--- src/rtl/cnn_mem_pkg.sv ---
// Shared types and widths for the CNN byte-memory bus initiators.
package cnn_mem_pkg;

  localparam int CNN_ADDR_W = 32;
  localparam int CNN_DATA_W = 8;

  typedef enum logic [1:0] {
    IDLE  = 2'd0,
    RUN   = 2'd1,
    DRAIN = 2'd2,
    DONE  = 2'd3
  } state_e;

endpackage

--- src/rtl/cnn_byte_fifo.sv ---
// Small skid FIFO for byte-plus-tag entries. The head entry is read straight
// from the storage registers, so it is valid one cycle after the push.
module cnn_byte_fifo #(
  parameter int DEPTH = 4,
  parameter int WIDTH = 9,
  localparam int PTR_W = $clog2(DEPTH),
  localparam int CNT_W = PTR_W + 1
) (
  input  logic             clk_i,
  input  logic             rst_ni,
  input  logic             push_i,
  input  logic [WIDTH-1:0] data_i,
  input  logic             pop_i,
  output logic [WIDTH-1:0] head_o,
  output logic [CNT_W-1:0] count_o
);

  logic [WIDTH-1:0] mem_q [DEPTH];
  logic [PTR_W-1:0] rd_ptr_q;
  logic [PTR_W-1:0] wr_ptr_q;
  logic [CNT_W-1:0] count_q;
  logic [CNT_W-1:0] count_d;
  logic             do_pop;
  logic             do_push;

  // A pop frees a slot in the same cycle, so push into a full FIFO is allowed alongside it
  always_comb begin
    do_pop  = pop_i && (count_q != '0);
    do_push = push_i && ((count_q != CNT_W'(DEPTH)) || do_pop);
    count_d = count_q;
    if (do_push && !do_pop) count_d = count_q + 1'b1;
    if (do_pop && !do_push) count_d = count_q - 1'b1;
  end

  // Storage, pointers and occupancy; pointers wrap naturally since DEPTH is a power of two
  always_ff @(posedge clk_i or negedge rst_ni) begin
    if (!rst_ni) begin
      for (int i = 0; i < DEPTH; i++) mem_q[i] <= '0;
      rd_ptr_q <= '0;
      wr_ptr_q <= '0;
      count_q  <= '0;
    end else begin
      if (do_push) begin
        mem_q[wr_ptr_q] <= data_i;
        wr_ptr_q        <= wr_ptr_q + 1'b1;
      end
      if (do_pop) rd_ptr_q <= rd_ptr_q + 1'b1;
      count_q <= count_d;
    end
  end

  assign head_o  = mem_q[rd_ptr_q];
  assign count_o = count_q;

endmodule

--- src/rtl/cnn_mem_reader.sv ---
// Reads a contiguous byte window from CNN memory and streams it out on a
// valid/ready interface. Reads are only issued when the skid FIFO is sure to
// have room for the returning byte, so backpressure never drops data.
module cnn_mem_reader
  import cnn_mem_pkg::*;
#(
  parameter int ADDR_W     = CNN_ADDR_W,
  parameter int LEN_W      = 16,
  parameter int FIFO_DEPTH = 4
) (
  input  logic              clk,
  input  logic              reset,
  input  logic              start,
  input  logic [ADDR_W-1:0] base_addr,
  input  logic [LEN_W-1:0]  length,
  output logic              busy,
  output logic              done,
  output logic [ADDR_W-1:0] m_address,
  output logic              m_chipselect,
  output logic              m_read,
  output logic              m_write,
  input  logic [7:0]        m_readdata,
  output logic [7:0]        out_data,
  output logic              out_valid,
  input  logic              out_ready,
  output logic              out_last
);

  localparam int CNT_W = $clog2(FIFO_DEPTH) + 1;

  state_e            state_q;
  logic              busy_q;
  logic              done_q;
  logic [ADDR_W-1:0] base_q;
  logic [LEN_W-1:0]  len_q;
  logic [LEN_W-1:0]  issued_q;
  logic [LEN_W-1:0]  issued_d;
  logic              inflight_q;
  logic              last_q;

  logic [CNT_W-1:0]  fifo_count;
  logic [8:0]        fifo_head;
  logic [CNT_W:0]    occupancy;
  logic              issue;
  logic              pop;
  logic              drain_done;

  // Issue a read only if the FIFO plus the byte already in flight leaves a free slot
  always_comb begin
    issued_d   = issued_q + 1'b1;
    occupancy  = {1'b0, fifo_count} + (CNT_W + 1)'(inflight_q);
    issue      = (state_q == RUN) && (issued_q < len_q) &&
                 (occupancy < (CNT_W + 1)'(FIFO_DEPTH));
    pop        = (fifo_count != '0) && out_ready;
    drain_done = !inflight_q &&
                 ((fifo_count == '0) || ((fifo_count == CNT_W'(1)) && pop));
  end

  // Transfer control FSM with registered busy/done and read bookkeeping
  always_ff @(posedge clk or negedge reset) begin
    if (!reset) begin
      state_q    <= IDLE;
      busy_q     <= 1'b0;
      done_q     <= 1'b0;
      base_q     <= '0;
      len_q      <= '0;
      issued_q   <= '0;
      inflight_q <= 1'b0;
      last_q     <= 1'b0;
    end else begin
      inflight_q <= issue;
      last_q     <= issue && (issued_d == len_q);
      if (issue) issued_q <= issued_d;
      done_q <= 1'b0;
      unique case (state_q)
        IDLE: begin
          if (start) begin
            base_q   <= base_addr;
            len_q    <= length;
            issued_q <= '0;
            busy_q   <= 1'b1;
            if (length == '0) begin
              state_q <= DONE;
              done_q  <= 1'b1;
            end else begin
              state_q <= RUN;
            end
          end
        end
        RUN: begin
          if (issued_q == len_q) state_q <= DRAIN;
        end
        DRAIN: begin
          // Finish as soon as the last byte leaves this cycle, so done follows it directly
          if (drain_done) begin
            state_q <= DONE;
            done_q  <= 1'b1;
          end
        end
        DONE: begin
          state_q <= IDLE;
          busy_q  <= 1'b0;
        end
        default: state_q <= IDLE;
      endcase
    end
  end

  cnn_byte_fifo #(
    .DEPTH (FIFO_DEPTH),
    .WIDTH (9)
  ) u_fifo (
    .clk_i   (clk),
    .rst_ni  (reset),
    .push_i  (inflight_q),
    .data_i  ({last_q, m_readdata}),
    .pop_i   (pop),
    .head_o  (fifo_head),
    .count_o (fifo_count)
  );

  assign busy         = busy_q;
  assign done         = done_q;
  assign m_read       = issue;
  assign m_chipselect = issue;
  assign m_write      = 1'b0;
  assign m_address    = issue ? (base_q + ADDR_W'(issued_q)) : '0;
  assign out_valid    = (fifo_count != '0);
  assign out_data     = fifo_head[7:0];
  assign out_last     = out_valid && fifo_head[8];

endmodule
--- config.mk ---
export PLATFORM = sky130hd
export DESIGN_NAME = cnn_mem_reader
export DESIGN_NICKNAME = d
export VERILOG_FILES = /design/src/rtl/cnn_mem_pkg.sv /design/src/rtl/cnn_byte_fifo.sv /design/src/rtl/cnn_mem_reader.sv
export SDC_FILE = /design/constraint.sdc
export NUM_CORES = 1
export LEC_CHECK = 0
export CAP_MARGIN = 20
export CORE_UTILIZATION = 39
export CTS_CLUSTER_DIAMETER = 40
export CTS_CLUSTER_SIZE = 25
export DETAILED_ROUTE_END_ITERATION = 16
export PLACE_DENSITY_LB_ADDON = 0.3
export SLEW_MARGIN = 20
export SYNTH_ARGS = -nofsm -noshare
export SYNTH_HDL_FRONTEND = slang
export SYNTH_HIERARCHICAL = 1
export SYNTH_SLANG_ARGS = --single-unit
--- constraint.sdc ---
create_clock -name clk -period 4.3 [get_ports clk]
set_input_delay 0.86 -clock clk [delete_from_list [all_inputs] [get_ports clk]]
set_output_delay 0.86 -clock clk [all_outputs]
set_load 0.02 [all_outputs]
==> PnR_summary.wiki, run 1 <==
{| class="wikitable"
! Metric !! Value
|-
| First-pass GRT wire length || 27100 um
|-
| Number of enable flip-flop cells after synthesis || 0
|-
| Area inside the core boundary || 17400 um2
|-
| Number of buffers created by CTS || 17
|-
| Cts hold-fix bufs || 0
|-
| Footprint of the multi-input gates || 3950 um2
|-
| Startpoint of the most critical register-to-register path || u_fifo/count_o[2]
|-
| Routed length per instance || 15.3 um
|-
| Worst IR drop on VDD || 0.000306 V
|-
| Number of iterations in the first detailed-routing pass || 5
|-
| Via count of the first global-routing pass || 5627
|-
| Half-perimeter wire length of the detailed placement result || 12000 um
|-
| Worst-case headroom to the max-slew limit || 0.493
|-
| Depth of the CTS H-tree || 4
|-
| Mapped Avg Cell Area || 9.35 um2
|-
| Fin Clk Skew || 0.00824 ns
|-
| Setup TNS || 0 ns
|-
| Placement Rows || 48
|-
| Source of the critical timing path || base_q[0]
|-
| Overflow left after global routing || 0
|-
| Biggest area consumer among synthesized cells || sky130_fd_sc_hd__dfrtp_1
|-
| CTS tree || yes
|-
| Required time reported for the critical path endpoint || 3.44 ns
|-
| Starting utilization of the core area || 0.401
|-
| Worst min path class || in2async
|-
| Post-layout util || 0.520
|-
| Area enclosed by the die boundary || 18400 um2
|-
| Outcome || finished, final reports clean
|-
| Kind of start point of the critical path || flip-flop
|-
| Insertion delay to the later sink of the worst-skew pair || 0.42 ns
|-
| Number of diodes || 0
|-
| # fillers || 1622
|-
| Largest driver fanout on the critical path || 3
|-
| Total of buffers placed on input and output ports || 105
|-
| Kind of end point of the critical path || primary output
|-
| Cell variety after synth || 60
|-
| Clock slew seen by the registers of the worst setup and hold paths || 0.06 ns
|-
| Synthesized Nets || 848
|-
| Portion of the post-synthesis area used by sequential elements || 0.406
|-
| Cell count after synthesis || 744
|-
| Share of the clock period used by the worst path || 0.975
|-
| Largest cells by area after synthesis || sky130_fd_sc_hd__dfrtp_1, sky130_fd_sc_hd__nand2_1, sky130_fd_sc_hd__ha_1
|-
| Via count || 5736
|-
| Yosys reg bits || 113
|-
| Maximum clock rate || 239 MHz
|-
| GRT Util Overall || 0.189
|-
| Share of the synthesized area in the top cell type || 0.406
|-
| Post-detailed-route count of antenna-violating nets || 0
|-
| RD Place Congestion || 0.870
|-
| Register area || 2830 um2
|-
| Sum of routed wire length over all layers || 16800 um
|-
| Io pins || 107
|-
| Arrival time worst endpoint || 3.33 ns
|-
| Final max-slew violation count || 0
|-
| Count of synthesis-stage warnings from yosys || 6
|-
| Maximum number of pins on one net before global-route repair || 69
|-
| Power, Total || 0.00581 W
|-
| Post-route standard cell area excluding fillers || 9030 um2
|-
| Prevailing post-synth register cell || sky130_fd_sc_hd__dfrtp_1
|-
| Final nets || 960
|-
| Leading cell type by number of instances after synthesis || sky130_fd_sc_hd__nand2_1
|-
| Share of async-settable or async-resettable flops after synthesis || 1.00
|-
| Static leakage power || 3.94 nW
|-
| Number of vias per cell || 5.24
|-
| Drt initial violations || 231
|-
| Post-Synthesis Cell Area || 6960 um2
|-
| Number of maximum-capacitance constraint violations || 0
|-
| Maximum root-to-sink buffer count || 2
|-
| Setup repair after global routing missed its margin || true
|-
| Area growth from synthesis to layout || 29.8%
|-
| Placed cell areas || 8320 um2
|-
| Number of design rule violations left after detail routing || 0
|-
| Overall die height || 136 um
|-
| Shortest clock period the worst path allows after layout || 4.19 ns
|-
| Power density over the cells || 643 nW/um2
|-
| Path type of the worst setup path || reg2out
|-
| Commonest cells post-synth || sky130_fd_sc_hd__nand2_1, sky130_fd_sc_hd__dfrtp_1, sky130_fd_sc_hd__nor2_1, sky130_fd_sc_hd__o21ai_0, sky130_fd_sc_hd__ha_1
|-
| Worst Max-Slew Pin Slew || 0.753 ns
|-
| Initial antenna violation count || 0
|-
| Clk Tree Root Cell || sky130_fd_sc_hd__clkbuf_16
|-
| Floorplan die width || 136 um
|-
| Final number of hold-violating endpoints || 0
|-
| Number of sinks driven by the clock tree || 113
|-
| Fraction of layout cells with a size suffix above 1 || 0.139
|-
| Setup violations, final || 0
|}
## layout by cell type (no fill, tap or decap), types with 5 or more instances in the layout
cell / count
sky130_fd_sc_hd__xor2_1: 22
sky130_fd_sc_hd__nand4_1: 11
sky130_fd_sc_hd__dfrtp_1: 113
sky130_fd_sc_hd__a21oi_1: 38
sky130_fd_sc_hd__xnor2_1: 31
sky130_fd_sc_hd__nor2_2: 5
sky130_fd_sc_hd__and3_1: 5
sky130_fd_sc_hd__o21ai_0: 43
sky130_fd_sc_hd__nor3_1: 8
sky130_fd_sc_hd__mux4_2: 9
sky130_fd_sc_hd__ha_1: 38
sky130_fd_sc_hd__and2_1: 5
sky130_fd_sc_hd__nor2_1: 43
sky130_fd_sc_hd__mux2_2: 37
sky130_fd_sc_hd__clkbuf_16: 17
sky130_fd_sc_hd__clkdlybuf4s50_1: 97
sky130_fd_sc_hd__or4_1: 8
sky130_fd_sc_hd__nand2_1: 146
sky130_fd_sc_hd__o31ai_1: 7
sky130_fd_sc_hd__o211ai_1: 6
sky130_fd_sc_hd__dlygate4sd2_1: 6
sky130_fd_sc_hd__nor4_1: 6
sky130_fd_sc_hd__inv_1: 34
sky130_fd_sc_hd__a21o_1: 7
sky130_fd_sc_hd__or3_1: 15
sky130_fd_sc_hd__nand3_1: 18
sky130_fd_sc_hd__buf_4: 15
## per-stage QoR
| stage | cells | hold WS [ns] | setup WS [ns] |
|---|---|---|---|
| 3_3_place_gp | 1061 | 0.469 | 0.438 |
| 4_1_cts | 1093 | 0.467 | 0.00184 |
| 6_report | 1094 | 0.454 | 0.108 |
| 5_1_grt | 1094 | 0.481 | -0.0630 |
| 3_5_place_dp | 1061 | 0.479 | 0.387 |
| 2_1_floorplan | 744 | 0.452 | 0.829 |
## per-layer routing
metal	routed length [um]	track usage	vias to the layer above
met4	232	0.0624	0
met1	8200	0.261	2758
li1	-	-	2841
met5	0	0	-
met3	574	0.0367	21
met2	7790	0.296	116
## logic make-up after synthesis
logic type / count (synthesis) / synth area share
AO/OA/AOI/OAI: 136 / 0.126
XOR/XNOR: 53 / 0.0667
adder cells (fa/ha/maj): 44 / 0.0813
buffers and inverters: 63 / 0.0374
flip-flops: 113 / 0.406
multiplexers: 49 / 0.0935
other: 1 / 0.000539
AND/OR/NAND/NOR: 285 / 0.188
## power breakdown
part	internal, W	switching (W)	total (W)
Combinational	0.00116	0.00124	0.00241
Sequential	0.00151	0.000396	0.00190
Clock	0.00100	0.000504	0.00151
## worst paths after layout
path | endpoint | slack, ns | depth (start not counted)
min reg2reg | base_q[15] | 0.49 | 2
max | m_address[14] | 0.11 | 9
max reg2reg | u_fifo/count_o[2] | 1.46 | 10
min in group clk | base_q[15] | 0.49 | 2
max in group asynchronous | base_q[2] | 3.05 | 2
min | u_fifo/mem_q[19] | 0.45 | 1
## repair_timing
| action | in CTS | in global routing |
|---|---|---|
| resized for setup | 7 | 13 |
| endpoints found under the hold margin | 0 | 0 |
| buffers inserted | 0 | 1 |
| setup endpoints to repair | 10 | 10 |
| pin swaps | 0 | 1 |
## worst max-delay path: stages, from the launching register on
cell and delay (ns):
sky130_fd_sc_hd__dfrtp_1 0.37, sky130_fd_sc_hd__ha_1 0.24, sky130_fd_sc_hd__fa_1 0.42, sky130_fd_sc_hd__a21o_1 0.22
sky130_fd_sc_hd__a221oi_4 0.32, sky130_fd_sc_hd__o41ai_4 0.16, sky130_fd_sc_hd__a311oi_1 0.33, sky130_fd_sc_hd__xor2_1 0.10
sky130_fd_sc_hd__nor2_1 0.11, sky130_fd_sc_hd__clkdlybuf4s50_1 0.64
## state kept, by name, summed over array words and instances (netlist names)
signal and cells:
last_q 1, u_fifo/wr_ptr_q 2, busy 1, done 1
base_q 32, u_fifo/rd_ptr_q 2, state_q 2, issued_q 16
len_q 16, inflight_q 1, u_fifo/count_o 3, u_fifo/mem_q 36
## final cells by class
type / instances / area share
flip-flops and latches: 113 / 0.313
repair buffers: 122 / 0.134
inverters: 34 / 0.0141
clock buffers: 20 / 0.0506
multi-input cells: 568 / 0.437
well taps: 225 / 0.0312
clock inverters: 12 / 0.0202
Note: power is estimated with default switching activity, not from simulation.
==> inputs of run 2 (changes only) <==
--- a/config.mk
+++ b/config.mk
@@ -11,7 +11,7 @@
 export CTS_CLUSTER_SIZE = 25
 export DETAILED_ROUTE_END_ITERATION = 16
 export PLACE_DENSITY_LB_ADDON = 0.3
-export SLEW_MARGIN = 20
+export SLEW_MARGIN = 25
 export SYNTH_ARGS = -nofsm -noshare
 export SYNTH_HDL_FRONTEND = slang
 export SYNTH_HIERARCHICAL = 1
==> constraint.sdc (replaced) <==
create_clock -name clk -period 3.5 [get_ports clk]
set_input_delay 0.7 -clock clk [delete_from_list [all_inputs] [get_ports clk]]
set_output_delay 0.7 -clock clk [all_outputs]
set_load 0.02 [all_outputs]
==> run 2 against run 1 <==
The flow now finishes with violations (setup timing). Worst setup slack worse by 0.28 ns. Clock power is 17% higher. Die area stayed put. Sequential power is 23% higher. Power is 27% higher. Via count is 3.2% higher. Largest cell class unchanged.
==> PnR_summary.wiki, run 2 (synthesized netlist as in run 1, its figures left out) <==
{| class="wikitable"
! Metric !! Value
|-
| Fin Clk Skew || 0.0112 ns (was 0.00824 ns)
|-
| Startpoint of the most critical register-to-register path || u_fifo/count_o[2] (unchanged)
|-
| Area growth from synthesis to layout || 37.7% (was 29.8%)
|-
| Post-detailed-route count of antenna-violating nets || 0 (unchanged)
|-
| Floorplan die width || 136 um (unchanged)
|-
| Fraction of layout cells with a size suffix above 1 || 0.255 (was 0.139)
|-
| Outcome || finished, violations left (was finished, final reports clean)
|-
| Final max-slew violation count || 0 (unchanged)
|-
| Routed length per instance || 15.4 um (was 15.3 um)
|-
| Slowest stage delay, CP || 0.44 ns (was 0.64 ns)
|-
| Worst min path class || in2async (unchanged)
|-
| Setup repair after global routing missed its margin || true (unchanged)
|-
| Share of the clock period used by the worst path || 1.05
|-
| Required time reported for the critical path endpoint || 2.80 ns (was 3.44 ns)
|-
| Register with the most flip-flops || u_fifo/mem_q (unchanged)
|-
| Number of buffers created by CTS || 17 (unchanged)
|-
| Number of maximum-capacitance constraint violations || 0 (unchanged)
|-
| Worst-case headroom to the max-slew limit || 0.544 (was 0.493)
|-
| Total of buffers placed on input and output ports || 105 (unchanged)
|-
| Number of iterations in the first detailed-routing pass || 5 (unchanged)
|-
| Worst Max-Slew Pin Slew || 0.678 ns (was 0.753 ns)
|-
| Area inside the core boundary || 17400 um2 (unchanged)
|-
| Shortest clock period the worst path allows after layout || 3.67 ns
|-
| Arrival time worst endpoint || 2.97 ns (was 3.33 ns)
|-
| Via count of the first global-routing pass || 5719 (was 5627)
|-
| Post-route standard cell area excluding fillers || 9580 um2 (was 9030 um2)
|-
| Number of design rule violations left after detail routing || 0 (unchanged)
|-
| First-pass GRT wire length || 28700 um (was 27100 um)
|-
| Maximum clock rate || 272 MHz
|-
| Final nets || 1020 (was 960)
|-
| Number of flip-flops under the largest register name || 36 (unchanged)
|-
| Path type of the worst setup path || reg2out (unchanged)
|-
| Most common cell after layout, fill and taps aside || sky130_fd_sc_hd__nand2_1 (unchanged)
|-
| Number of sinks driven by the clock tree || 113 (unchanged)
|-
| Number of diodes || 0 (unchanged)
|-
| Placed cell areas || 8620 um2 (was 8320 um2)
|-
| Depth of the CTS H-tree || 4 (unchanged)
|-
| Kind of end point of the critical path || primary output (unchanged)
|-
| Setup violations, final || 10 (was 0)
|-
| Critical-path top delay cell || sky130_fd_sc_hd__o41ai_4 (was sky130_fd_sc_hd__clkdlybuf4s50_1)
|-
| Insertion delay to the later sink of the worst-skew pair || 0.42 ns (about the same)
|-
| Setup slack of the critical path after layout || -0.175 ns (was 0.108 ns)
|-
| Kind of start point of the critical path || flip-flop (unchanged)
|-
| Io pins || 107 (unchanged)
|-
| Largest registers || u_fifo/mem_q (36), base_q (32) (unchanged)
|-
| Placement Rows || 48 (unchanged)
|-
| Overflow left after global routing || 0 (unchanged)
|-
| Power density over the cells || 771 nW/um2 (was 643 nW/um2)
|-
| Critical path cell sequence || ha_4 > fa_2 > a21o_1 > a221oi_4 > o41ai_4 > a31oi_2 > buf_4 > or4_1 > a21oi_1 > buf_4 (was ha_1 > fa_1 > a21o_1 > a221oi_4 > o41ai_4 > a311oi_1 > xor2_1 > nor2_1 > clkdlybuf4s50_1)
|-
| Maximum root-to-sink buffer count || 2 (unchanged)
|-
| Maximum number of pins on one net before global-route repair || 84 (was 69)
|-
| Final number of hold-violating endpoints || 0 (unchanged)
|-
| Drt initial violations || 282 (was 231)
|-
| Starting utilization of the core area || 0.401 (unchanged)
|-
| RD Place Congestion || 0.825 (was 0.870)
|-
| CTS tree || yes (unchanged)
|-
| Post-layout util || 0.552 (was 0.520)
|-
| Area enclosed by the die boundary || 18400 um2 (unchanged)
|-
| Static leakage power || 4.24 nW (was 3.94 nW)
|-
| GRT Util Overall || 0.201 (was 0.189)
|-
| Worst IR drop on VDD || 0.000396 V (was 0.000306 V)
|-
| Number of vias per cell || 5.13 (was 5.24)
|-
| Sum of routed wire length over all layers || 17800 um (was 16800 um)
|-
| Library cell appearing most often on the critical path || sky130_fd_sc_hd__buf_4
|-
| Violations in the final reports || setup timing
|-
| Source of the critical timing path || issued_q[0] (was base_q[0])
|-
| Half-perimeter wire length of the detailed placement result || 12400 um (was 12000 um)
|-
| # fillers || 1561 (was 1622)
|-
| Overall die height || 136 um (unchanged)
|-
| Footprint of the multi-input gates || 4160 um2 (was 3950 um2)
|-
| Clock slew seen by the registers of the worst setup and hold paths || 0.06 ns (about the same)
|-
| Via count || 5920 (was 5736)
|-
| Clk Tree Root Cell || sky130_fd_sc_hd__clkbuf_16 (unchanged)
|-
| Register area || 2830 um2 (unchanged)
|-
| Highest-count cells in the layout ignoring fill and taps || sky130_fd_sc_hd__nand2_1, sky130_fd_sc_hd__dfrtp_1, sky130_fd_sc_hd__buf_4, sky130_fd_sc_hd__clkdlybuf4s50_1, sky130_fd_sc_hd__nor2_1 (was sky130_fd_sc_hd__nand2_1, sky130_fd_sc_hd__dfrtp_1, sky130_fd_sc_hd__clkdlybuf4s50_1, sky130_fd_sc_hd__o21ai_0, sky130_fd_sc_hd__nor2_1)
|-
| Largest driver fanout on the critical path || 6 (was 3)
|-
| Initial antenna violation count || 0 (unchanged)
|}
[run 2: cell types whose count changed in the layout (fill, tap and decap cells not counted), moves of 6 or more]
| cell | change |
|---|---|
| sky130_fd_sc_hd__buf_6 | +14 |
| sky130_fd_sc_hd__dlygate4sd2_1 | -6 |
| sky130_fd_sc_hd__inv_6 | +6 |
| sky130_fd_sc_hd__clkbuf_2 | +16 |
| sky130_fd_sc_hd__ha_4 | +8 |
| sky130_fd_sc_hd__buf_4 | +62 |
| sky130_fd_sc_hd__clkdlybuf4s50_1 | -27 |
[run 2: through the flow]
stage / hold slack [ns] / power [W] / worst slack (ns) / instances / setup TNS, ns
4_1_cts: 0.219 / 0.00732 / -0.147 / 1148 / -0.986
6_report: 0.213 / 0.00738 / -0.175 / 1154 / -1.17
3_5_place_dp: 0.473 / 0.00548 / -0.223 / 1102 / -1.51
5_1_grt: 0.235 / 0.00793 / -0.308 / 1154 / -2.76
2_1_floorplan: 0.404 / 0.00430 / 0.189 / 744 / 0
3_3_place_gp: 0.465 / 0.00540 / -0.169 / 1102 / -0.996
[run 2: layout make-up]
type / count / share of cell area
Multi-Input combinational cell: 568 / 0.434
Sequential cell: 113 / 0.295
Timing Repair Buffer: 182 / 0.166
Clock buffer: 17 / 0.0444
Tap cell: 225 / 0.0294
Clock inverter: 15 / 0.0182
Inverter: 34 / 0.0133
[run 2: metal layers]
metal | global-route usage | wire, um | up-vias
met4 | 0.0643 | 155 | 0
met1 | 0.276 | 8390 | 2829
met2 | 0.316 | 8560 | 124
met5 | 0 | 0 | -
met3 | 0.0374 | 692 | 11
li1 | - | - | 2956
[run 2: critical path, delay by kind of cell (launching register included)]
| family | cells | cell delay, ns |
|---|---|---|
| flops | 1 | 0.40 |
| buf+inv | 2 | 0.35 |
| simple gates | 1 | 0.39 |
| compound gates | 5 | 1.05 |
| fa+ha+maj | 2 | 0.37 |
[run 2: final timing paths]
path	endpoint	slack (ns)	cells past startpoint
max in group asynchronous	base_q[0]	2.49	2
worst min register to register	base_q[15]	0.49	2
min in group clk	base_q[15]	0.49	2
worst max register to register	u_fifo/count_o[2]	0.62	10
worst max-delay path	m_address[26]	-0.17	10
worst min-delay path	u_fifo/mem_q[19]	0.21	1
[run 2: timing repair]
item	CTS	global route
gates cloned	1	0
endpoints found under the hold margin	0	0
endpoints found under the setup margin	34	34
hold buffers	0	0
setup buffers	13	7
resized for setup	122	76
pin swaps	17	30
[run 2: report_power, final]
group / leakage [nW] / total (W) / internal (W) / switching (W)
clock network: 0.288 / 0.00176 / 0.00107 / 0.000692
registers: 1.41 / 0.00233 / 0.00185 / 0.000478
logic: 2.55 / 0.00330 / 0.00163 / 0.00167
